`src/rtl/avli2c_tx_byte_fifo.sv`:
```
// avli2c_tx_byte_fifo
// Byte-serialising transmit queue between the Avalon-to-I2C EEPROM bridge and
// the byte-level I2C master. One load cycle may push an optional word-address
// byte plus up to four byte-enabled data lanes; they are compacted into a
// circular byte FIFO and handed out one at a time under a consume pulse.
//
// Optional build macro: AVLI2C_TXFIFO_LEVEL_EN adds level_o (registered count)
// and a sticky underflow_o flag for pops attempted while empty.
module avli2c_tx_byte_fifo #(
    parameter int DEPTH = 8
) (
    input  logic                         clock_i,
    input  logic                         reset_i,
    input  logic [7:0]                   address_i,
    input  logic                         address_valid_i,
    input  logic [31:0]                  data_i,
    input  logic [3:0]                   data_valid_i,
    input  logic                         clear_i,
    output logic                         i2c_data_available_o,
    output logic [7:0]                   i2c_data_o,
    input  logic                         i2c_read_data_i,
`ifdef AVLI2C_TXFIFO_LEVEL_EN
    output logic [$clog2(DEPTH+1)-1:0]   level_o,
    output logic                         underflow_o,
`endif
    output logic                         overflow_o
);

    localparam int PTR_W = $clog2(DEPTH);
    localparam int CNT_W = $clog2(DEPTH+1);

    logic [7:0]       mem [DEPTH];
    logic [PTR_W-1:0] rd_ptr_q, rd_ptr_d;
    logic [PTR_W-1:0] wr_ptr_q, wr_ptr_d;
    logic [CNT_W-1:0] count_q, count_d;
    logic             overflow_q, overflow_d;
    logic             avail_q;

    logic [7:0]       push_byte [5];
    logic [2:0]       push_n;
    logic             pop_w;
    logic             accept_w;
    logic             reject_w;
    logic [CNT_W:0]   free_w;

`ifdef AVLI2C_TXFIFO_LEVEL_EN
    logic             underflow_q, underflow_d;
`endif

    // Pointer advance with explicit wrap; DEPTH need not be a power of two and
    // the offset never exceeds DEPTH, so one conditional subtraction suffices.
    function automatic logic [PTR_W-1:0] wrap_add(input logic [PTR_W-1:0] ptr,
                                                  input logic [2:0]       off);
        logic [PTR_W:0] sum;
        sum = {1'b0, ptr} + (PTR_W+1)'(off);
        if (sum >= (PTR_W+1)'(DEPTH))
            sum = sum - (PTR_W+1)'(DEPTH);
        return sum[PTR_W-1:0];
    endfunction

    // Compact address byte and enabled lanes into consecutive push slots.
    always_comb begin
        // NOTE: every combinational output gets a default first so no path leaves it unassigned (no latch).
        for (int i = 0; i < 5; i++) push_byte[i] = 8'h00;
        push_n = 3'd0;
        if (address_valid_i) begin
            push_byte[0] = address_i;
            push_n       = 3'd1;
        end
        for (int k = 0; k < 4; k++) begin
            if (data_valid_i[k]) begin
                push_byte[push_n] = data_i[8*k +: 8];
                push_n            = push_n + 3'd1;
            end
        end
    end

    // Space check and next-state for pointers, count and sticky flags.
    always_comb begin
        pop_w    = i2c_read_data_i && (count_q != '0);
        free_w   = (CNT_W+1)'(DEPTH) - {1'b0, count_q} + (CNT_W+1)'(pop_w);
        accept_w = (push_n != 3'd0) && ((CNT_W+1)'(push_n) <= free_w);
        reject_w = (push_n != 3'd0) && !accept_w;

        rd_ptr_d   = rd_ptr_q;
        wr_ptr_d   = wr_ptr_q;
        count_d    = count_q;
        overflow_d = overflow_q;
`ifdef AVLI2C_TXFIFO_LEVEL_EN
        underflow_d = underflow_q;
`endif
        if (clear_i) begin
            rd_ptr_d   = '0;
            wr_ptr_d   = '0;
            count_d    = '0;
            overflow_d = 1'b0;
`ifdef AVLI2C_TXFIFO_LEVEL_EN
            underflow_d = 1'b0;
`endif
        end else begin
            if (pop_w)
                rd_ptr_d = wrap_add(rd_ptr_q, 3'd1);
            if (accept_w)
                wr_ptr_d = wrap_add(wr_ptr_q, push_n);
            count_d    = count_q - CNT_W'(pop_w) + (accept_w ? CNT_W'(push_n) : '0);
            overflow_d = overflow_q | reject_w;
`ifdef AVLI2C_TXFIFO_LEVEL_EN
            underflow_d = underflow_q | (i2c_read_data_i && (count_q == '0));
`endif
        end
    end

    // Control state register with asynchronous active-low reset.
    always_ff @(posedge clock_i or negedge reset_i) begin
        if (!reset_i) begin
            // NOTE: sequential state uses non-blocking assignments so every register samples pre-edge values.
            rd_ptr_q   <= '0;
            wr_ptr_q   <= '0;
            count_q    <= '0;
            overflow_q <= 1'b0;
            avail_q    <= 1'b0;
`ifdef AVLI2C_TXFIFO_LEVEL_EN
            underflow_q <= 1'b0;
`endif
        end else begin
            rd_ptr_q   <= rd_ptr_d;
            wr_ptr_q   <= wr_ptr_d;
            count_q    <= count_d;
            overflow_q <= overflow_d;
            avail_q    <= (count_d != '0);
`ifdef AVLI2C_TXFIFO_LEVEL_EN
            underflow_q <= underflow_d;
`endif
        end
    end

    // Byte storage write: all accepted bytes land at consecutive wrapped slots.
    always_ff @(posedge clock_i) begin
        // NOTE: storage has no reset; its contents are never observed while count is zero.
        if (accept_w && !clear_i) begin
            for (int i = 0; i < 5; i++) begin
                if (3'(i) < push_n)
                    mem[wrap_add(wr_ptr_q, 3'(i))] <= push_byte[i];
            end
        end
    end

    // Head byte is masked to zero whenever the queue is empty.
    always_comb begin
        i2c_data_o = avail_q ? mem[rd_ptr_q] : 8'h00;
    end

    assign i2c_data_available_o = avail_q;
    assign overflow_o           = overflow_q;
`ifdef AVLI2C_TXFIFO_LEVEL_EN
    assign level_o              = count_q;
    assign underflow_o          = underflow_q;
`endif

endmodule

```
`config.mk`:
```
export PLATFORM = sky130hd
export DESIGN_NAME = avli2c_tx_byte_fifo
export DESIGN_NICKNAME = d
export VERILOG_FILES = /design/src/rtl/avli2c_tx_byte_fifo.sv
export SDC_FILE = /design/constraint.sdc
export NUM_CORES = 1
export LEC_CHECK = 0
export ABC_CLOCK_PERIOD_IN_PS = 9300
export CAP_MARGIN = 5
export CORE_AREA = 2 2 196 102
export CTS_CLUSTER_DIAMETER = 100
export DETAILED_ROUTE_END_ITERATION = 8
export DIE_AREA = 0 0 198 104
export PLACE_DENSITY_LB_ADDON = 0.25
export SLEW_MARGIN = 20
export SYNTH_ARGS = -nofsm -noshare
export SYNTH_HDL_FRONTEND = slang
export SYNTH_SLANG_ARGS = --single-unit
export TNS_END_PERCENT = 1
```
`constraint.sdc`:
```
create_clock -name clock_i -period 9.3 [get_ports clock_i]
set_clock_uncertainty 0.2 [all_clocks]
set_input_delay 1.86 -clock clock_i [delete_from_list [all_inputs] [get_ports clock_i]]
set_output_delay 1.86 -clock clock_i [all_outputs]
set_load 0.005 [all_outputs]
```
# Word level (Yosys, flattened, before mapping)
# Memories as Yosys holds them, arrays and structs flattened.
# Index checks and enable logic that the tools add are counted.
[classes]
addsub = 21
n_lt_le_gt_ge = 21
mux = 62
bitwise = 5
reduce_logical = 15
[ops]
columns = ["cell", "n"]
rows = [
  ["$bwmux 40", 4],
  ["$mux 40", 4],
  ["$demux 8 s3", 4],
  ["$mux 3", 26],
  ["$mux 8", 6],
  ["$ge 4x4->1 const B", 10],
  ["$sub 3x1->3 const B", 7],
  ["$mux 1", 17],
  ["$lt 4x1->1 const B", 4],
  ["$not 3->4", 4],
  ["$add 3x1->3 const B", 4],
  ["$add 3x1->4 const B", 2],
  ["$add 3x2->4 const B", 2],
  ["$logic_and 1x1->1", 8],
  ["$reduce_bool 4->1", 2],
  ["$lt 1x3->1 const A", 2],
  ["$lt 2x3->1 const A", 2],
  ["$add 5x1->5", 1],
  ["$le 3x5->1", 1],
  ["$sub 4x4->5 const A", 1],
  ["$add 3x3->4", 1],
  ["$add 3x3->4 const B", 1],
  ["$add 4x3->4", 1],
  ["$ge 3x4->1 const B", 1],
  ["7 further kinds", 9],
]
[totals]
ff_bits = 12
ramBits = 64
out_inout_bits = 10
wordCells = 130
mem_count = 1
[memory_table]
columns = ["name", "depth", "word_bits", "rd", "rd_clocked_by_memory_dff", "wr", "line", "text"]
rows = [
  ["mem", 8, 8, 1, 0, 5, "32", "logic [7:0] mem [DEPTH];"],
]

# Depth between registers and ports, before layout
[logic_depth]
depth_word = 15
mapped_depth = 27
ltp_nobuf = 23

# Worst setup path after synthesis
# OpenSTA, ideal clock, no wires.
[synth_path]
path_kind = "input to register"
from = "input port address_valid_i"
to = "register avail_q (netlist: i2c_data_available_o)"
setup_ns = 0.139
t_arrival_ns = 6.706
path_slack_ns = 2.255
cell_stages = 24
path_buffers = 4
path_cell_list = "fa_1 > buf_2 > nor2b_1 > or2_2 > clkbuf_1 > ha_1 > nand2_1 > o21a_1 > nand2_1 > ha_1 > nor2b_1 > a2bb2oi_1 > o21ai_0 > clkbuf_1 > a21o_1 > buf_2 > nand2_1 > ha_1 > inv_1 > ha_1 > fa_1 > xnor2_1 > nor2_1 > or4_1"
[synth_via]
elab_chain_cells = 15
elab_cells_between_ends = 16
[synth_rtl]
columns = ["element", "line", "text"]
rows = [
  ["start, declared", "15", "input logic address_valid_i,"],
  ["$mux 1 *", "66", "if (address_valid_i) begin"],
  ["$add 3x1->3", "73", "push_n = push_n + 3'd1;"],
  ["$mux 3 *", "71", "if (data_valid_i[k]) begin"],
  ["$add 3x1->3", "73", ""],
  ["$mux 3 *", "71", ""],
  ["$add 3x1->3", "73", ""],
  ["$mux 3 *", "71", ""],
  ["$add 3x1->3", "73", ""],
  ["$mux 3 *", "71", ""],
  ["$le 3x5->1 / $reduce_bool 3->1 (equally long branches)", "82", "accept_w = (push_n != 3'd0) && ((CNT_W+1)'(push_n) <= free_w);"],
  ["$logic_and 1x1->1", "82", ""],
  ["$mux 3 *", "105", "count_d = count_q - CNT_W'(pop_w) + (accept_w ? CNT_W'(push_n) : '0);"],
  ["$add 4x3->4 *", "105", ""],
  ["$mux 4 *", "92", "if (clear_i) begin"],
  ["via count_d[2]", "35", "logic [CNT_W-1:0] count_q, count_d;"],
  ["$reduce_bool 4->1 *", "130", "avail_q <= (count_d != '0);"],
  ["end signal, assigned", "130", ""],
  ["end, declared", "37", "logic avail_q;"],
]
# Mark *: on every way through the listed nets, which the timed path passes. The rest lies on a longest branch.
# A chain may end at the register's enable or synchronous reset.

==> out/metrics.yaml <==
timing:
  rsz0062_at_grt: "false"
  setup_viol: 0
  maxSlewViolCount: 0
  fmax_ghz: 0.1219
  tns_ps: 0
  hold_viol: 0
  period_share_pct: 88.18
  worstMarginPinSlew_ps: 1248
  setup_ws_ps: 1099
  min_period_ps: 8201
  slew_headroom_pct: 16.07
logic_synthesis:
  ys_types: 69
  ys_async_sr_fraction_pct: 15.79
  syn_inst: 794
  synth_common_cells: "nand2_1, mux2i_1, edfxtp_1, nor2_1, o22ai_1"
  synth_edf_count: 64
  seq_area_frac_synth_pct: 30.06
  synth_top_area_share_pct: 26.00
  synth_top_cell_by_area: "edfxtp_1"
  yosysMostFrequentCell: "nand2_1"
  synthTopCellsByArea: "edfxtp_1, mux2i_1, mux4_2, dfrtp_1, mux2_2"
  syn_area_mm2: 0.007392
  yosys_most_used_dff: "edfxtp_1"
  ys_warn_count: 0
  syn-num-nets: 865
  synth_seq_cells: 76
  syn_area_per_cell_um2: 9.310
cells_and_area:
  multi_input_area_mm2: 0.004838
  fill_cells: 1789
  fin_area_mm2: 0.008463
  syn2layout_area_growth_pct: 14.49
  seqCellArea_mm2: 0.002222
  instances_no_fill: 1093
  finalNetCount: 891
  layout-drive-gt1-share_pct: 10.42
route:
  vias_per_cell: 6.651
  vias: 7270
  firstDrtPassIters: 7
  routed_wirelength_um: 27120
  wl_per_cell_um: 24.81
  ant_nets: 0
  drcViolationCount: 0
  first_iter_violations: 1440
critical_path:
  cp.arrival_ps: 7970
  worst_path_largest_cell_delay_ps: 970
  path_cells: "clkdlybuf4s50_1 -> fa_1 -> nor2b_1 -> or2_2 -> ha_1 -> nand2_1 -> o21a_1 -> nand2_1 -> ha_1 -> nor2b_1 -> a2bb2oi_1 -> o21ai_0 -> buf_4 -> nand4b_1 -> nor2_1 -> nor2_1 -> o211ai_1"
  crit_family: "simple AND/OR/NAND/NOR gates"
  slowest_stage: "fa_1"
  critPathKind: "input port to flop"
  worst_setup_path_start_kind: "input port"
  required_ps: 9060
  path_max_fanout: 20
  cp-end-kind: "flop"
  cp.buffers_inverters: 2
power:
  p_per_area_mw_per_mm2: 250.6
  p_total_mw: 2.121
  power_leakage_nw: 3.263
  peakVddDrop_mv: 0.1080
clock_network:
  root_buffer: "clkbuf_16"
  cts.path.max_buffers: 2
  numCtsBuffers: 9
  cts_sinks: 76
  clk_pin_slew_ps: 60
  postCtsSetupBuffers: 0
  clk_latency_ps: 350
  cts_tree: "done"
  cts-resized-gates: 0
  htreeDepth: 3
  hold_buffers: 0
global_route:
  track_usage_pct: 26.43
  grt_pass1_vias: 6557
  grt_max_degree: 23
  gr-total-overflow: 0
  grt_pass1_wl_um: 41250
  antenna_found_initial: 2
placed_design:
  placed_cell_area_mm2: 0.008128
  io_buffers: 58
  pre_cts_slack_ps: 974.2
  routabilityCongestion: 0.9792
  dp_cells: 1075
  place_hpwl_um: 21690
floorplanning:
  dieHeight_um: 104
  die_x_um: 198
  core_mm2: 0.01896
  rows: 36
  num_io_pins: 59
  initial_core_util_pct: 38.98
  die-area_mm2: 0.02059
hold_path:
  hp-class: "flop to flop"
outcome:
  status: "finished clean"
job:
  max_cap_violations: 0
-- path summary, 6_finish.rpt --
path,cells past startpoint,endpoint,slack (ps),start
worst max register to register,14,mem[1][0],4040,count_q[0]
worst max-delay path,17,mem[1][0],1100,data_valid_i[1]
worst min register to register,2,overflow_o,300,overflow_o
max in group asynchronous,1,wr_ptr_q[1],6780,reset_i
worst min-delay path,2,overflow_o,300,overflow_o
min in group asynchronous,1,i2c_data_available_o,1700,reset_i
-- cell families after synthesis --
group                      share of synthesized area [%]
AOI/OAI and AO/OA                                  24.34
and+or+nand+nor                                    16.20
muxes                                              18.77
buffers and inverters                              4.485
DFF                                                30.06
adders and majority gates                          4.028
xor gates and xnor gates                           2.116
-- stage by stage --
stage / util (%) / hold WS, ps
2_1_floorplan: - / 288.8
3_3_place_gp: 42.86 / 289.6
3_5_place_dp: 42.86 / 287.9
4_1_cts: 44.60 / 300.7
5_1_grt: 44.60 / 352.2
6_report: 44.63 / 297.4
-- where the power goes --
group	switching [mW]	internal, mW
Clock	0.157	0.240
Sequential	0.0702	0.542
Combinational	0.657	0.455
Total	0.884	1.24
-- per-layer routing --
layer,wire [um],vias to the layer above,track usage [%]
met1,13330,3433,42.93
met4,461,4,5.908
met5,30,-,0
met3,3930,50,9.501
met2,9364,558,31.41
li1,-,3225,-
-- placed cells by master (no fill, tap or decap), types with 9 or more instances in the layout --
| master | synthesis | routed |
|---|---|---|
| a211oi_1 | 13 | 13 |
| a21oi_1 | 16 | 16 |
| a221oi_1 | 27 | 27 |
| a222oi_1 | 11 | 11 |
| a22oi_1 | 36 | 36 |
| clkbuf_16 | 0 | 9 |
| clkdlybuf4s50_1 | 0 | 58 |
| dfrtp_1 | 12 | 12 |
| edfxtp_1 | 64 | 64 |
| ha_1 | 19 | 19 |
| inv_1 | 24 | 24 |
| mux2_2 | 25 | 25 |
| mux2i_1 | 73 | 73 |
| mux4_2 | 16 | 16 |
| nand2_1 | 75 | 75 |
| nand3_1 | 18 | 18 |
| nand4_1 | 17 | 17 |
| nor2_1 | 59 | 59 |
| nor2b_1 | 16 | 16 |
| nor3_1 | 14 | 14 |
| o211ai_1 | 9 | 9 |
| o21ai_0 | 32 | 32 |
| o221ai_1 | 18 | 18 |
| o22ai_1 | 40 | 40 |
| xnor2_1 | 10 | 10 |
-- registers in the layout, indices dropped and copies added (netlist names) --
name,count
overflow_o,1
count_q,4
rd_ptr_q,3
wr_ptr_q,3
mem,64
i2c_data_available_o,1
-- tightest hold or removal path, stage by stage (launching register included) --
cell,delay (ps)
dfrtp_1,340
nor2_1,50
nor2_1,70
-- layout make-up --
| class | instances | area share (%) |
|---|---|---|
| Sequential cell | 76 | 26.26 |
| Clock buffer | 9 | 2.661 |
| Inverter | 25 | 1.109 |
| Antenna cell | 2 | 0.05914 |
| Timing Repair Buffer | 66 | 7.569 |
| Clock inverter | 7 | 1.242 |
| Tap cell | 266 | 3.933 |
| Multi-Input combinational cell | 642 | 57.17 |
No activity file was read; power rests on OpenSTA's default activity.
